===== config.mk =====
export PLATFORM = sky130hd
export DESIGN_NAME = wb_arbiter
export DESIGN_NICKNAME = d
export VERILOG_FILES = /design/src/rtl/wb_arbiter.sv
export SDC_FILE = /design/constraint.sdc
export NUM_CORES = 1
export LEC_CHECK = 0
export CAP_MARGIN = 5
export CORE_ASPECT_RATIO = 1.1
export CORE_MARGIN = 2
export CORE_UTILIZATION = 46
export DETAILED_ROUTE_END_ITERATION = 10
export PLACE_DENSITY_LB_ADDON = 0.2
export SETUP_SLACK_MARGIN = 0.3
export SLEW_MARGIN = 40
export SYNTH_ARGS = -nofsm -noshare
export SYNTH_HDL_FRONTEND = slang
export SYNTH_SLANG_ARGS = --single-unit

===== constraint.sdc =====
create_clock -name clk -period 31 [get_ports clk]
set_input_delay 4.65 -clock clk [delete_from_list [all_inputs] [get_ports clk]]
set_output_delay 4.65 -clock clk [all_outputs]
set_load 0.01 [all_outputs]

===== src/rtl/wb_arbiter.sv =====
// Round-robin writeback arbiter: grants up to WB_PORTS of NUM_REQ result producers per
// cycle and forwards the granted results on registered writeback slots one cycle later.
module wb_arbiter #(
  parameter int NUM_REQ    = 4,
  parameter int WB_PORTS   = 2,
  parameter int DATA_WIDTH = 32,
  parameter int PREG_W     = 6
) (
  input  logic                                 clk,
  input  logic                                 rst_n,
  input  logic                                 flush,
  input  logic [NUM_REQ-1:0]                   req_valid,
  input  logic [NUM_REQ-1:0][PREG_W-1:0]       req_phys_rd,
  input  logic [NUM_REQ-1:0][DATA_WIDTH-1:0]   req_data,
  output logic [NUM_REQ-1:0]                   req_ready,
  output logic [WB_PORTS-1:0]                  wb_valid,
  output logic [WB_PORTS-1:0][PREG_W-1:0]      wb_phys_rd,
  output logic [WB_PORTS-1:0][DATA_WIDTH-1:0]  wb_data,
  output logic [31:0]                          grant_cnt
);

  localparam int IDX_W  = $clog2(NUM_REQ);
  localparam int SLOT_W = (WB_PORTS > 1) ? $clog2(WB_PORTS) : 1;

  logic [IDX_W-1:0]                    rr_ptr_r;
  logic [IDX_W-1:0]                    rr_next_s;
  logic [NUM_REQ-1:0]                  grant_s;
  logic [NUM_REQ-1:0][SLOT_W-1:0]      slot_of_s;
  logic                                take_s;
  logic                                sel_s;
  int                                  gcount_s;
  int                                  last_s;

  logic [WB_PORTS-1:0]                 wb_valid_r;
  logic [WB_PORTS-1:0][PREG_W-1:0]     wb_phys_rd_r;
  logic [WB_PORTS-1:0][DATA_WIDTH-1:0] wb_data_r;
  logic [31:0]                         grant_cnt_r;
  logic [WB_PORTS-1:0]                 wb_valid_nxt_s;
  logic [WB_PORTS-1:0][PREG_W-1:0]     wb_phys_rd_nxt_s;
  logic [WB_PORTS-1:0][DATA_WIDTH-1:0] wb_data_nxt_s;

  // Scan requesters from rr_ptr in wrap order; the first WB_PORTS valid ones take slots 0,1,...
  always_comb begin
    grant_s   = '0;
    slot_of_s = '0;
    gcount_s  = 0;
    last_s    = 0;
    take_s    = 1'b0;
    for (int k = 0; k < NUM_REQ; k++) begin
      for (int i = 0; i < NUM_REQ; i++) begin
        take_s       = (((int'(rr_ptr_r) + k) % NUM_REQ) == i) && !flush && req_valid[i]
                       && (gcount_s < WB_PORTS);
        grant_s[i]   = grant_s[i] | take_s;
        slot_of_s[i] = take_s ? SLOT_W'(gcount_s) : slot_of_s[i];
        last_s       = take_s ? i : last_s;
        gcount_s     = gcount_s + (take_s ? 1 : 0);
      end
    end
  end

  // Pointer moves just past the last granted requester; no grant leaves it in place.
  always_comb begin
    if (gcount_s > 0) begin
      rr_next_s = IDX_W'((last_s + 1) % NUM_REQ);
    end else begin
      rr_next_s = rr_ptr_r;
    end
  end

  // Route each granted requester onto its slot; idle slots keep their previous payload.
  always_comb begin
    wb_valid_nxt_s   = '0;
    wb_phys_rd_nxt_s = wb_phys_rd_r;
    wb_data_nxt_s    = wb_data_r;
    sel_s            = 1'b0;
    for (int k = 0; k < WB_PORTS; k++) begin
      for (int i = 0; i < NUM_REQ; i++) begin
        sel_s               = grant_s[i] && (slot_of_s[i] == SLOT_W'(k));
        wb_valid_nxt_s[k]   = wb_valid_nxt_s[k] | sel_s;
        wb_phys_rd_nxt_s[k] = sel_s ? req_phys_rd[i] : wb_phys_rd_nxt_s[k];
        wb_data_nxt_s[k]    = sel_s ? req_data[i] : wb_data_nxt_s[k];
      end
    end
  end

  // Arbiter state and registered writeback outputs.
  always_ff @(posedge clk or negedge rst_n) begin
    if (!rst_n) begin
      rr_ptr_r     <= '0;
      grant_cnt_r  <= 32'd0;
      wb_valid_r   <= '0;
      wb_phys_rd_r <= '0;
      wb_data_r    <= '0;
    end else begin
      rr_ptr_r     <= rr_next_s;
      grant_cnt_r  <= grant_cnt_r + 32'(gcount_s);
      wb_valid_r   <= wb_valid_nxt_s;
      wb_phys_rd_r <= wb_phys_rd_nxt_s;
      wb_data_r    <= wb_data_nxt_s;
    end
  end

  assign req_ready  = grant_s;
  assign wb_valid   = wb_valid_r;
  assign wb_phys_rd = wb_phys_rd_r;
  assign wb_data    = wb_data_r;
  assign grant_cnt  = grant_cnt_r;

endmodule


After elaboration in Yosys (flattened, before gate mapping)
Index checks and enable logic that the tools add are counted.

storage, ports and cells
  register bits after elaboration = 112
  input bits = 159
  output and inout port bits = 114

operators by class
  add/sub/neg operators = 20
  order comparisons = 16
  equal/unequal tests = 12
  multiplexer cells = 61
  bitwise logic cells = 25
  reduce and logical (&&, ||, !) cells = 65

operator list
  operator                                                               count
  32-bit 2-to-1 mux                                                      8
  32-bit zero test                                                       4
  1-bit logical AND                                                      55
  6-bit 2-to-1 mux                                                       8
  32-bit by 16-bit adder with 32-bit output                              1
  1-bit 2-to-1 mux                                                       31
  2-bit 2-to-1 mux                                                       14
  3-bit equality test, second input constant                             6
  1-bit bitwise OR                                                       18
  15-bit by 1-bit adder with 16-bit output                               1
  16-bit by 1-bit > comparator with 1-bit output, second input constant  1
  14-bit by 1-bit adder with 15-bit output                               1
  15-bit by 2-bit < comparator with 1-bit output, second input constant  1
  13-bit by 1-bit adder with 14-bit output                               1
  14-bit by 2-bit < comparator with 1-bit output, second input constant  1
  12-bit by 1-bit adder with 13-bit output                               1
  13-bit by 2-bit < comparator with 1-bit output, second input constant  1
  11-bit by 1-bit adder with 12-bit output                               1
  12-bit by 2-bit < comparator with 1-bit output, second input constant  1
  10-bit by 1-bit adder with 11-bit output                               1
  11-bit by 2-bit < comparator with 1-bit output, second input constant  1
  9-bit by 1-bit adder with 10-bit output                                1
  10-bit by 2-bit < comparator with 1-bit output, second input constant  1
  8-bit by 1-bit adder with 9-bit output                                 1
  other kinds (26)                                                       39

Depth between registers and ports, before layout
Gate-level depths: netlist (run 1).

  word-level depth = 66
  depth in mapped cells = 120
  mapped depth without buffers = 114

Worst setup path before layout (run 1)
No wires, ideal clock.

  kind = input port to output port
  from = input port flush
  to = output port req_ready[3]
  arrival = 23691 ps
  required time = 26350 ps
  slack = 2659 ps
  stages = 97
  buffers on the path = 5
  path through = nor3b_1 -> nand2_1 -> inv_1 -> ha_1 -> nand3b_1 -> fa_1 -> inv_1 -> ha_1 -> buf_2 -> xnor2_1 -> nor4b_1 -> ha_1 -> ha_1 -> nor2_1 -> nand3_1 -> inv_1 -> ha_1 -> ha_1 -> [... 61 more ...] -> inv_1 -> ha_1 -> ha_1 -> xor2_1 -> xnor2_1 -> nor4b_1 -> nand2_1 -> nor2_1 -> and3_1 -> ha_1 -> ha_1 -> nand2_1 -> o2bb2ai_1 -> xor2_1 -> or4_1 -> a2111o_1 -> a211oi_4 -> or4_1

between the ends
  longest elaborated chain between the ends = 63

ends and longest elaborated chain
  what                                            line  source
  start, declared                                 11    input logic flush,
  1-bit zero test (*)                             51    take_s = (((int'(rr_ptr_r) + k) % NUM_REQ) == i) && !flush && req_valid[i]
  1-bit logical AND (2 in a row)                  51
  1-bit 2-to-1 mux                                56    gcount_s = gcount_s + (take_s ? 1 : 0);
  1-bit by 2-bit < comparator with 1-bit output   52    && (gcount_s < WB_PORTS);
  1-bit logical AND                               52
  1-bit 2-to-1 mux                                56
  1-bit by 1-bit adder with 2-bit output          56
  2-bit < comparator                              52
  [... 46 more ...]                               n/a
  13-bit by 1-bit adder with 14-bit output        56
  14-bit by 2-bit < comparator with 1-bit output  52
  1-bit logical AND                               52
  1-bit 2-to-1 mux                                56
  14-bit by 1-bit adder with 15-bit output        56
  15-bit by 2-bit < comparator with 1-bit output  52
  1-bit logical AND                               52
  1-bit bitwise OR (*)                            53    grant_s[i] = grant_s[i] | take_s;
  end, declared                                   15    output logic [NUM_REQ-1:0] req_ready,

Mark *: on every way between the ends. The rest lies on a longest branch, timed or not.

Final worst setup path (run 1)
Ends and elaborated chain as after synthesis.

==> flow_summary_export.csv, run 1 <==
group,metric,value,unit
routing,avgRoutedWirePerCell,20.6,um
worst_setup_path,worstSetupPathDepth,95,
sta,min_period_over_period,0.950,
cells_and_area,multi_input_logic_area,7350,um2
power_and_ir_drop,power.clock.fraction,0.093,
floorplanning,die_width,147,um
yosys,primary_ff_master_synth,"sky130_fd_sc_hd__dfrtp_1",
worst_setup_path,critical-path-slowest-cell,"sky130_fd_sc_hd__clkdlybuf4s50_1",
sta,hold-worst-slack,0.494,ns
sta,final_period_minus_worst_setup_slack,29.43,ns
floorplanning,start_util,0.468,
worst_setup_path,critical_path.max_fanout,9,
worst_setup_path,r2r_start,"rr_ptr_r[1]",
floorplanning,top_ports,273,
power_and_ir_drop,leakage_dissipation,5.84,nW
global_routing,grt_pass1_vias,9649,
worst_setup_path,critical_path.max_stage_delay,0.59,ns
routing,route.final.wire_length,33900,um
routing,antenna_violating_nets_left,0,
sta,hold_viol_final,0,
worst_setup_path,crit_buf_inv,11,
cells_and_area,design_area,14000,um2
worst_setup_path,register_to_register_path_setup_slack,7.12,ns
sta,finalSetupViolCount,0,
floorplanning,die_footprint,23600,um2
clocking,cts_tree,"done",
power_and_ir_drop,pwr-share-seq,0.208,
cells_and_area,syn2layout_area_growth,35.7,%
power_and_ir_drop,power_frac_comb,0.699,
placement,place.detailed.instances,1622,
power_and_ir_drop,switching_part_of_the_total_power,0.407,
clocking,cts_num_sinks,112,
clocking,ctsRootBufferMaster,"sky130_fd_sc_hd__clkbuf_16",
clocking,cts_max_level,3,
sta,totalNegativeSetupSlack,0,ns
sta,maxClockFrequency,0.0340,GHz
cells_and_area,layout.filler_cells,1823,
routing,drc_errors,0,
clocking,clk_transition_reported_paths,0.09,ns
floorplanning,fp.dieH,161,um
run_status,run_status,"complete, no violations",
global_routing,grt_pass1_wl,52300,um
sta,timing_worst_slew_pin_value,0.802,ns
placement,detailed_place.area,13500,um2
global_routing,gr-usage-all-layers,0.279,
placement,numPortBuffers,272,
clocking,clk_latency,0.36,ns
yosys,postSynthCellCount,1070,
yosys,synth.cell_area,10300,um2
global_routing,grt_overflow_total,0,
min_path,worstHoldPathType,"register to register",
yosys,yosysSeqAreaShare,0.272,
worst_setup_path,timing.critical_path.to_type,"primary output",
yosys,synth.distinct_cells,81,
sta,max-slew-margin-rel,0.465,
sta,drv_slew,0,
global_routing,grt_max_degree,78,
worst_setup_path,worstSetupPathType,"primary input to primary output",
power_and_ir_drop,finalPower,1.29,mW
worst_setup_path,cp_required,26.35,ns
floorplanning,coreArea,22000,um2
power_and_ir_drop,power.internal,0.763,mW
worst_setup_path,critical_path.startpoint,"flush",
routing,dr.pass1.iters,5,
worst_setup_path,r2r_path_end,"grant_cnt[18]",
cells_and_area,seq_cell_area,2800,um2
worst_setup_path,cp-endpoint,"req_ready[3]",
yosys,synth_async_sr_flop_share,1.00,
yosys,synth.avg_cell_area,9.63,um2
placement,replace_congestion,0.938,
routing,dr_total_vias,9693,
floorplanning,rows,57,
global_routing,grt_antenna_before_repair,1,
power_and_ir_drop,power.density,91.9,nW/um2
cells_and_area,stdcell_count,1643,
worst_setup_path,cp_top_family,"simple AND/OR/NAND/NOR gates",
yosys,yosys_warnings,0,
yosys,synth-edff-count,0,
routing,detailedRoute.firstIterationViolations,461,
cells_and_area,drive_above_1_share,0.218,
power_and_ir_drop,peakVddDrop,0.0552,mV
power_and_ir_drop,power_switching,0.523,mW
cells_and_area,mostFrequentLayoutCells,"271 x sky130_fd_sc_hd__clkdlybuf4s50_1, 176 x sky130_fd_sc_hd__mux2_2, 112 x sky130_fd_sc_hd__dfrtp_1, 87 x sky130_fd_sc_hd__nor2_1, 47 x sky130_fd_sc_hd__nand2_1",
worst_setup_path,timing.critical_path.from_type,"primary input",
sta,grt_setup_unrepaired,"false",
cells_and_area,mostFrequentLayoutCell,"sky130_fd_sc_hd__clkdlybuf4s50_1",
sta,worst_clock_skew,0.0128,ns
run,drv_cap,0,
clocking,cts-root-to-sink-buffers,2,
yosys,ys_seq_elements,112,
routing,viasPerCell,5.90,
worst_setup_path,cpMostUsedCell,"sky130_fd_sc_hd__ha_1",
clocking,total_cts_buffers,9,
worst_setup_path,r2r_cells,111,
placement,half_perimeter_wire_length_after_placement,25000,um
worst_setup_path,crit_arrival,24.78,ns
cells_and_area,insertedDiodeCount,0,
cells_and_area,finalNetCount,1549,
state kept, by name, indices dropped and copies added (netlist names):
| name | count |
|---|---|
| rr_ptr_r | 2 |
| wb_valid | 2 |
| wb_data | 64 |
| wb_phys_rd | 12 |
| grant_cnt | 32 |
what timing repair did:
item	CTS	global route
hold buffers	0	0
buffers inserted	0	5
setup endpoints to repair	1	21
pin swaps	0	3
resized for setup	3	30
cell families (layout without fill, tap and decap cells):
family / Yosys count / in the layout / synth area share
mux: 237 / 237 / 0.255
other cells: 1 / 7 / 0.000364
xor+xnor: 60 / 60 / 0.0703
simple gates: 298 / 298 / 0.148
fa+ha+maj: 47 / 47 / 0.0585
flops: 112 / 112 / 0.272
buf+inv: 92 / 364 / 0.0401
compound gates: 223 / 223 / 0.156
stage by stage:
step,utilization,setup WS (ns)
detailed placement,0.613,0.149
CTS,0.627,0.421
global route,0.635,0.122
finish,0.635,1.57
global placement,0.612,0.791
floorplan,-,2.66
worst min-delay path by stage:
stage | start | end | cells past startpoint
6_report | grant_cnt[23] | grant_cnt[23] | 1
5_1_grt | grant_cnt[29] | grant_cnt[29] | 1
4_1_cts | grant_cnt[23] | grant_cnt[23] | 1
3_5_place_dp | grant_cnt[29] | grant_cnt[29] | 1
3_3_place_gp | grant_cnt[31] | grant_cnt[31] | 1
2_1_floorplan | grant_cnt[31] | grant_cnt[31] | 1
power groups by stage:
stage | registers (mW) | logic [mW] | clock network [mW]
floorplan | 0.294 | 0.545 | 0
global placement | 0.267 | 0.880 | 0
detailed placement | 0.269 | 0.890 | 0
CTS | 0.267 | 0.895 | 0.122
global route | 0.276 | 0.970 | 0.128
finish | 0.267 | 0.898 | 0.120
layout make-up:
| cell class | instances | area share |
|---|---|---|
| clock buffers | 10 | 0.0171 |
| multi-input cells | 872 | 0.526 |
| clock inverters | 6 | 0.00438 |
| well taps | 295 | 0.0264 |
| repair buffers | 313 | 0.217 |
| inverters | 35 | 0.00939 |
| flip-flops and latches | 112 | 0.200 |
cells in the mapped netlist (all sizes together), types with 4 or more instances:
library cell  count  area, um2
o2111ai           4       35.0
nand3b            6       45.0
a211oi           44        343
xnor2            37        384
nand4            12       75.1
nor2b             7       43.8
o21ai            36        180
a21o             42        315
a21boi            6       45.0
or4               7       52.6
or2               6       37.5
xnor3             5        115
a31oi             7       58.8
nor4              8       50.1
nor3b             6       45.0
nand3            40        205
nor3             21        105
mux2i            45        463
o211ai            5       37.5
and4              5       43.8
mux2            192       2160
and2              9       56.3
nand2            47        176
a211o             5       43.8
xor2             16        178
o21a              5       37.5
inv              35        131
a21oi            30        161
dfrtp           112       2800
ha               45        563
and3             14       87.6
clkbuf           35        131
o22ai             4       25.0
nor2             91        344
or4b              4       40.0
nor4b             4       35.0
buf              22        150
layer usage:
layer / share of wire / global-route usage
met1: 0.39 / 0.332
met2: 0.51 / 0.492
met3: 0.071 / 0.0669
met4: 0.034 / 0.102
met5: 0.00041 / 0
Note: power is estimated with default switching activity, not from simulation.
==> run 2, diff against run 1 <==
Settings changed: PLACE_DENSITY from default to 0.76, PLACE_DENSITY_LB_ADDON 0.2 to default.
==> run 2 against run 1 <==
  * Largest power group unchanged
  * Hold slack improved by 0.0058 ns
  * Setup slack improved by 0.059 ns
  * Critical path type unchanged
  * Sequential share of layout area did not move
  * Critical path depth rose by 2
  * First-iteration DRC count fell by 0.87%
  * Total power fell by 0.17%
  * Global-route usage rose by 0.17 points
  * Critical endpoint unchanged
  * Final cell count rose by 0.24%
  * Count of clock-buffer cells in the layout fell by 1
  * Largest cell class unchanged
==> flow_summary_export.csv, run 2 (same netlist as run 1, synthesis figures left out) <==
group,metric,value,unit
global_routing,grt_pass1_vias,9748,
routing,route.final.wire_length,33900,um
sta,maxClockFrequency,0.0340,GHz
worst_setup_path,r2r_start,"rr_ptr_r[0]",
clocking,cts-hold-fix-buffers,0,
worst_setup_path,r2r_path_end,"grant_cnt[20]",
global_routing,grt_antenna_before_repair,0,
power_and_ir_drop,peakVddDrop,0.0642,mV
clocking,cts_num_sinks,112,
worst_setup_path,timing.critical_path.to_type,"primary output",
worst_setup_path,cp_required,26.35,ns
routing,viasPerCell,5.83,
floorplanning,rows,57,
worst_setup_path,worstSetupPathType,"primary input to primary output",
min_path,worstHoldPathType,"register to register",
run,drv_cap,0,
routing,dr.pass1.iters,5,
worst_setup_path,timing.critical_path.from_type,"primary input",
clocking,cts_tree,"done",
cells_and_area,fin_util,0.635,
sta,min_period_over_period,0.948,
global_routing,gr-usage-all-layers,0.281,
cells_and_area,mostFrequentLayoutCell,"sky130_fd_sc_hd__clkdlybuf4s50_1",
cells_and_area,largest_register_ff_count,64,
floorplanning,start_util,0.468,
clocking,ctsRootBufferMaster,"sky130_fd_sc_hd__clkbuf_16",
floorplanning,fp.dieH,161,um
cells_and_area,design_area,14000,um2
power_and_ir_drop,leakage_dissipation,5.85,nW
clocking,clk_latency,0.36,ns
floorplanning,die_footprint,23600,um2
sta,drv_slew,0,
min_path,launch_instance_of_the_worst_min_delay_path,"grant_cnt[29]",
routing,antenna_violating_nets_left,0,
routing,drc_errors,0,
global_routing,grt_overflow_total,0,
sta,final_period_minus_worst_setup_slack,29.38,ns
routing,detailedRoute.firstIterationViolations,457,
sta,grt_setup_unrepaired,"false",
clocking,total_cts_buffers,9,
placement,replace_congestion,0.940,
power_and_ir_drop,power.density,91.7,nW/um2
routing,dr_total_vias,9594,
worst_setup_path,cpMostUsedCell,"sky130_fd_sc_hd__ha_1",
cells_and_area,syn2layout_area_growth,35.7,%
sta,timing_worst_slew_pin_value,0.805,ns
placement,half_perimeter_wire_length_after_placement,25100,um
placement,place.detailed.instances,1623,
floorplanning,top_ports,273,
worst_setup_path,crit_arrival,24.73,ns
worst_setup_path,critical_path.max_stage_delay,0.57,ns
placement,detailed_place.area,13500,um2
sta,finalSetupViolCount,0,
worst_setup_path,critical_path.max_fanout,9,
sta,hold-worst-slack,0.500,ns
routing,avgRoutedWirePerCell,20.6,um
clocking,cts_max_level,3,
floorplanning,die_width,147,um
cells_and_area,stdcell_count,1647,
sta,hold_viol_final,0,
worst_setup_path,r2r_cells,113,
sta,worst_clock_skew,0.0187,ns
run_status,run_status,"complete, no violations",
sta,max-slew-margin-rel,0.463,
min_path,min_path_cells,1,
cells_and_area,layout.filler_cells,1800,
cells_and_area,finalNetCount,1552,
cells_and_area,drive_above_1_share,0.219,
worst_setup_path,critical_path.startpoint,"flush",
cells_and_area,mostFrequentLayoutCells,"271 x sky130_fd_sc_hd__clkdlybuf4s50_1, 176 x sky130_fd_sc_hd__mux2_2, 112 x sky130_fd_sc_hd__dfrtp_1, 89 x sky130_fd_sc_hd__nor2_1, 46 x sky130_fd_sc_hd__nand2_1",
worst_setup_path,critical-path-slowest-cell,"sky130_fd_sc_hd__clkdlybuf4s50_1",
global_routing,grt_max_degree,78,
floorplanning,coreArea,22000,um2
clocking,cts-root-to-sink-buffers,2,
worst_setup_path,register_to_register_path_setup_slack,7.23,ns
min_path,end_point_of_the_most_critical_hold_path,"grant_cnt[29]",
sta,totalNegativeSetupSlack,0,ns
clocking,clk_transition_reported_paths,0.08,ns
placement,numPortBuffers,272,
global_routing,grt_pass1_wl,52700,um
-- run 2: routing by layer --
metal / routed length [um] / up-vias / track usage
met5: 0 / - / 0
met4: 1240 / 0 / 0.111
met3: 2330 / 76 / 0.0686
met2: 17300 / 333 / 0.500
met1: 13000 / 4651 / 0.325
li1: - / 4534 / -
-- run 2: area by class of cell --
type,instances,area (um2),area share
antenna,1,2.50,0.000179
clock buffer,9,225,0.0161
clock inverter,7,75.1,0.00537
inverter,35,131,0.00939
multi-input combinational,872,7320,0.523
sequential,112,2800,0.200
tap,295,369,0.0264
timing repair buffer,316,3060,0.219
-- run 2: what timing repair did --
item                       in CTS  in global routing
gates resized for setup         1                 28
pin swaps                       0                  4
buffers inserted                0                  7
setup endpoints to repair       1                 22
-- run 2: how the worst max path moves through the flow --
stage | end | depth (start not counted) | slack, ns
global placement | req_ready[3] | 98 | 0.98
finish | req_ready[3] | 97 | 1.62
CTS | req_ready[3] | 97 | 0.36
global route | req_ready[3] | 100 | 0.26
floorplan | req_ready[3] | 97 | 2.66
detailed placement | req_ready[3] | 97 | 0.30
-- run 2: metrics by stage --
step	total power, mW	worst slack, ns
finish	1.28	1.62
global route	1.37	0.259
CTS	1.28	0.363
detailed placement	1.16	0.298
global placement	1.14	0.977
floorplan	0.839	2.66
-- run 2: worst max-delay path, delay by kind of cell --
family	cells	cell delay, ns
AOI/OAI and AO/OA	14	2.93
and+or+nand+nor	42	7.77
adders and majority gates	23	5.66
xor gates and xnor gates	7	1.56
buffers and inverters	11	2.14
-- run 2: power by group --
part	total, mW	leakage [nW]	switching, mW	internal (mW)
Combinational	0.895	4.38	0.415	0.480
Clock	0.119	0.141	0.0621	0.0571
Sequential	0.269	1.32	0.0457	0.223
